--- src/rtl/pulse_receiver.sv ---
`default_nettype none
// +--------------------------------------------------------------------------+
// | pulse_receiver: synchronises the active-low _pulse line and measures each |
// | low period, flagging accepted pulses, glitches and a stuck-low line.      |
// | Revision: 1.0                                                             |
// +--------------------------------------------------------------------------+
module pulse_receiver #(
  parameter int SYNC_STAGES = 2,
  parameter int WIDTH_BITS  = 8,
  parameter int MIN_WIDTH   = 2,
  parameter int MAX_WIDTH   = 200,
  parameter int COUNT_BITS  = 8
) (
  input  logic                  clk,
  input  logic                  _reset,
  input  logic                  _pulse,
  input  logic                  en,
  output logic                  valid,
  output logic [WIDTH_BITS-1:0] width,
  output logic                  glitch,
  output logic                  stuck,
  output logic [COUNT_BITS-1:0] pulse_count,
  output logic [COUNT_BITS-1:0] glitch_count
);

  typedef enum logic [1:0] {
    WAIT_HIGH = 2'd0,
    IDLE      = 2'd1,
    LOW       = 2'd2,
    STUCK     = 2'd3
  } state_t;

  localparam logic [WIDTH_BITS-1:0] c_cnt_one = {{(WIDTH_BITS-1){1'b0}}, 1'b1};
  localparam logic [WIDTH_BITS-1:0] c_min     = WIDTH_BITS'(MIN_WIDTH);
  localparam logic [WIDTH_BITS-1:0] c_max     = WIDTH_BITS'(MAX_WIDTH);
  localparam logic [COUNT_BITS-1:0] c_ctr_one = {{(COUNT_BITS-1){1'b0}}, 1'b1};
  localparam logic [COUNT_BITS-1:0] c_ctr_max = {COUNT_BITS{1'b1}};

  state_t                  r_state;
  logic [SYNC_STAGES-1:0]  r_sync;
  logic [SYNC_STAGES-1:0]  r_settle;
  logic [WIDTH_BITS-1:0]   r_cnt;
  logic                    w_s;
  logic                    w_settled;
  logic [WIDTH_BITS-1:0]   w_cnt_next;

  assign w_s        = r_sync[SYNC_STAGES-1];
  assign w_cnt_next = r_cnt + c_cnt_one;
  // The synchroniser resets to "high"; trust it only once real pin samples have reached its output,
  // otherwise a line held low through reset would be seen as a fresh falling edge.
  assign w_settled  = &r_settle;

  always_ff @(posedge clk or negedge _reset) begin
    if (!_reset) begin
      r_sync       <= '1;
      r_settle     <= '0;
      r_state      <= WAIT_HIGH;
      r_cnt        <= '0;
      valid        <= 1'b0;
      width        <= '0;
      glitch       <= 1'b0;
      stuck        <= 1'b0;
      pulse_count  <= '0;
      glitch_count <= '0;
    end else begin
      r_sync   <= {r_sync[SYNC_STAGES-2:0], _pulse};
      r_settle <= {r_settle[SYNC_STAGES-2:0], 1'b1};
      valid    <= 1'b0;
      glitch   <= 1'b0;
      case (r_state)
        WAIT_HIGH: begin
          if (w_settled && w_s) r_state <= IDLE;
        end
        IDLE: begin
          if (en && !w_s) begin
            r_state <= LOW;
            r_cnt   <= c_cnt_one;
          end
        end
        LOW: begin
          if (!en) begin
            r_state <= WAIT_HIGH;
          end else if (!w_s) begin
            r_cnt <= w_cnt_next;
            if (w_cnt_next == c_max) begin
              r_state <= STUCK;
              stuck   <= 1'b1;
            end
          end else begin
            r_state <= IDLE;
            if (r_cnt < c_min) begin
              glitch <= 1'b1;
              if (glitch_count != c_ctr_max) glitch_count <= glitch_count + c_ctr_one;
            end else begin
              valid       <= 1'b1;
              width       <= r_cnt;
              pulse_count <= pulse_count + c_ctr_one;
            end
          end
        end
        STUCK: begin
          if (w_s) begin
            r_state <= IDLE;
            stuck   <= 1'b0;
          end
        end
        default: r_state <= WAIT_HIGH;
      endcase
    end
  end

endmodule
`default_nettype wire

--- config.mk ---
export PLATFORM = sky130hd
export DESIGN_NAME = pulse_receiver
export DESIGN_NICKNAME = d
export VERILOG_FILES = /design/src/rtl/pulse_receiver.sv
export SDC_FILE = /design/constraint.sdc
export NUM_CORES = 1
export LEC_CHECK = 0
export CAP_MARGIN = 5
export CORE_MARGIN = 4
export CORE_UTILIZATION = 47
export DETAILED_ROUTE_END_ITERATION = 16
export GPL_TIMING_DRIVEN = 0
export PLACE_DENSITY = 0.83
export SYNTH_ARGS = -nofsm -noshare
export SYNTH_HDL_FRONTEND = slang
export SYNTH_SLANG_ARGS = --single-unit
--- constraint.sdc ---
create_clock -name clk -period 1.9 [get_ports clk]
set_input_delay 0.38 -clock clk [delete_from_list [all_inputs] [get_ports clk]]
set_output_delay 0.38 -clock clk [all_outputs]
set_load 0.01 [all_outputs]
==> metrics.md <==
| Metric | Value |
|---|---|
| Status | `complete, no violations` |
| CP delay by family, top | `buffers and inverters` |
| Most frequent cells in the layout | `39 x dfrtp_1, 29 x clkdlybuf4s50_1, 16 x o21ai_0` |
| Relative slew slack | `0.4233` |
| Number of flops mapped to enable cells by yosys | `0` |
| Rows | `22` |
| Global-route wire length before repair | `~6000 um` |
| Final min period | `1.750 ns` |
| Max-Cap Viols | `0` |
| Clock root cell | `clkbuf_8` |
| Global route overflow | `0` |
| Max Fclk | `571.6 MHz` |
| N_diodes | `0` |
| PD cells | `around 940 mW/mm2` |
| Final Util | `0.6417` |
| Gate Count Post-Synth | `163` |
| Nets | `roughly 220` |
| DRC Markers | `0` |
| Post-CTS Hold Buffers | `0` |
| R2r endpoint | `r_state[0]` |
| Worst-Skew Late Latency | `~0.30 ns` |
| Pins over their slew limit | `0` |
| Final GP Congestion | `between 0.7 and 0.8` |
| Async set-reset flop share out of synthesis | `1.000` |
| Mapped Nets | `175` |
| CTS Buffer Depth | `2` |
| Most common cell after layout, fill and taps aside | `dfrtp_1` |
| RSZ-0062 raised after global routing | `false` |
| Crit path from | `glitch_count[2]` |
| Final period util | `0.9208` |
| Endpoints failing setup | `0` |
| Vias | `around 1.3k` |
| CTS tree | `yes` |
| GRT Util Overall | `0.1546` |
| Netlist cell types | `38` |
| CTS Sinks | `about 40` |
| Largest net degree at the start of global routing | `between 40 and 50` |
| Hpwl dp | `approximately 2600 um` |
| Synth top area share | `0.5135` |
| Reg-to-reg setup timing slack | `about 0.15 ns` |
| Routed len/inst | `between 10 and 15 um` |
| DR pass1 iterations | `4` |
| Main synth FF type | `dfrtp_1` |
| Worst Max-Slew Pin Slew | `0.8651 ns` |
| Worst VDD drop | `between 0.7 and 0.8 mV` |
| Arr. time, crit path | `between 1 and 1.5 ns` |
| CP peak stage delay | `slightly below 0.6 ns` |
| Clk slew on worst S/H paths | `~0.08 ns` |
| Fill cells | `approximately 310` |
| WP buf/inv | `1` |
| Vias in the first global route | `roughly 1.3k` |
| Post-route ant nets | `0` |
| Critical path, cell by cell | `clkdlybuf4s50_1` |
| Initial Utilization | `0.5040` |
| Yosys warns | `0` |
| Seq/Total Area, Yosys | `0.5411` |
| Setup ws final | `0.1505 ns` |
| Area Overhead vs Synth | `27.32%` |
| Die X | `about 70 um` |
| CP Capture Type | `output port` |
| Worst Setup Slack post-DPL | `-0.3719 ns` |
| Req. time, crit path | `about 1.5 ns` |
| FF+latch count, synth | `41` |
| Slowest CP cell | `clkdlybuf4s50_1` |
| Synth area leaders | `dfrtp_1 51%, ha_1 5.3%, xnor2_1 5.1%, mux2_2 4.7%, o21ai_0 4.2%` |
| Core ar. | `about 0.0038 mm2` |
| CP Max Fanout | `6` |
| Synth area leader | `dfrtp_1` |
| H-tree depth | `2` |
| Startpoint Class | `flop` |
| Antenna violations before repair | `0` |
| Mean Syn Cell Area | `11.66 um2` |
| Num CTS Buffers | `5` |
| FF-to-FF Start | `r_cnt[0]` |
| Clk_skew | `approximately 0.0085 ns` |
| Register area | `slightly above 0.001 mm2` |
| Die Y | `between 70 and 80 um` |
| Port Buffers | `30` |
| DRT Wirelength | `roughly 3600 um` |
| Reg2Reg Depth | `6` |
| Vias per inst | `between 5 and 6` |
| Mapped cell area | `~0.0019 mm2` |
| Die area | `0.005125 mm2` |
| Iteration-0 DRC Markers | `36` |
| Leakage power total | `0.001101 uW` |
| Top Ports | `31` |
| Worst min path class | `primary input to asynchronous set/reset pin` |
| Area of the multi-input gates | `about 860 um2` |
| Hold Violations, Final | `0` |
| CP Class | `flop to output port` |
| Layout cells sized above 1 | `0.1699` |
[sequential cells by signal, indices dropped and copies added (netlist names)]
signal and cells:
valid 1, r_settle 2, r_sync 2, width 8
stuck 1, r_state 2, r_cnt 8, glitch 1
pulse_count 8, glitch_count 8
[area by class of cell]
| cell class | count | area share |
|---|---|---|
| Sequential cell | 41 | 0.4250 |
| Multi-Input combinational cell | 112 | 0.3537 |
| Timing Repair Buffer | 35 | 0.1375 |
| Clock buffer | 8 | 0.03723 |
| Tap cell | 48 | 0.02482 |
| Buffer | 4 | 0.01241 |
| Inverter | 6 | 0.009307 |
[how the worst max path moves through the flow]
stage | slack [ns] | cells past startpoint | end
after floorplan | 0.02 | 6 | width[2]
after global placement | -0.52 | 1 | pulse_count[2]
after detailed placement | -0.37 | 5 | width[2]
after CTS | 0.01 | 6 | glitch_count[1]
after global routing | 0.02 | 6 | r_cnt[6]
final | 0.15 | 1 | glitch_count[2]
[metrics by stage]
stage | hold slack, ns | total power (uW) | std cells | cell area (um2) | setup TNS (ns)
after floorplan | 0.08441 | 1422 | 163 | 1901 | 0
after CTS | 0.2262 | 2267 | 252 | 2389 | 0
after detailed placement | 0.3571 | 1657 | 241 | 2256 | -4.621
after global routing | 0.2602 | 2416 | 254 | 2420 | 0
after global placement | 0.3459 | 1624 | 241 | 2261 | -24.61
final | 0.1971 | 2278 | 254 | 2420 | 0
[routing by layer]
metal  share of wire  track usage  vias up
li1                -            -      660
met1            0.47       0.2115      647
met2            0.46       0.2306       32
met3           0.053      0.05330        4
met4           0.013      0.05010        0
met5               0            0        -
[cell usage after synthesis, types with 2 or more instances]
library cell / instances
a21boi_0: 2
a21oi_1: 2
a31oi_1: 2
and2_1: 2
and3_1: 7
buf_4: 2
dfrtp_1: 39
dfstp_2: 2
ha_1: 8
inv_1: 6
mux2_2: 8
mux2i_1: 2
nand2_1: 14
nand3_1: 2
nand4_1: 8
nor2_1: 7
o21ai_0: 16
o31ai_1: 2
xnor2_1: 11
xor2_1: 3
[what timing repair did]
| action | 4_1_cts | 5_1_grt |
|---|---|---|
| hold endpoints to repair | 0 | 0 |
| gates resized for setup | 3 | 6 |
| buffers inserted | 3 | 2 |
| setup endpoints to repair | 23 | 22 |
| pin swaps | 0 | 2 |
[logic make-up after synthesis]
kind of cell / count (synthesis) / share of synthesized area
simple gates: 48 / 0.1422
flops: 41 / 0.5411
compound gates: 30 / 0.1060
xor+xnor: 14 / 0.06452
mux: 11 / 0.06386
buf+inv: 10 / 0.02764
fa+ha+maj: 8 / 0.05267
other cells: 1 / 0.001973
[report_power, final]
group	leakage, uW	switching [uW]	internal (uW)	total (uW)
clock network	0.0000455	284	296	580
logic	0.000509	297	300	597
registers	0.000546	126	975	1100
Power figures use the tool's default switching activity.
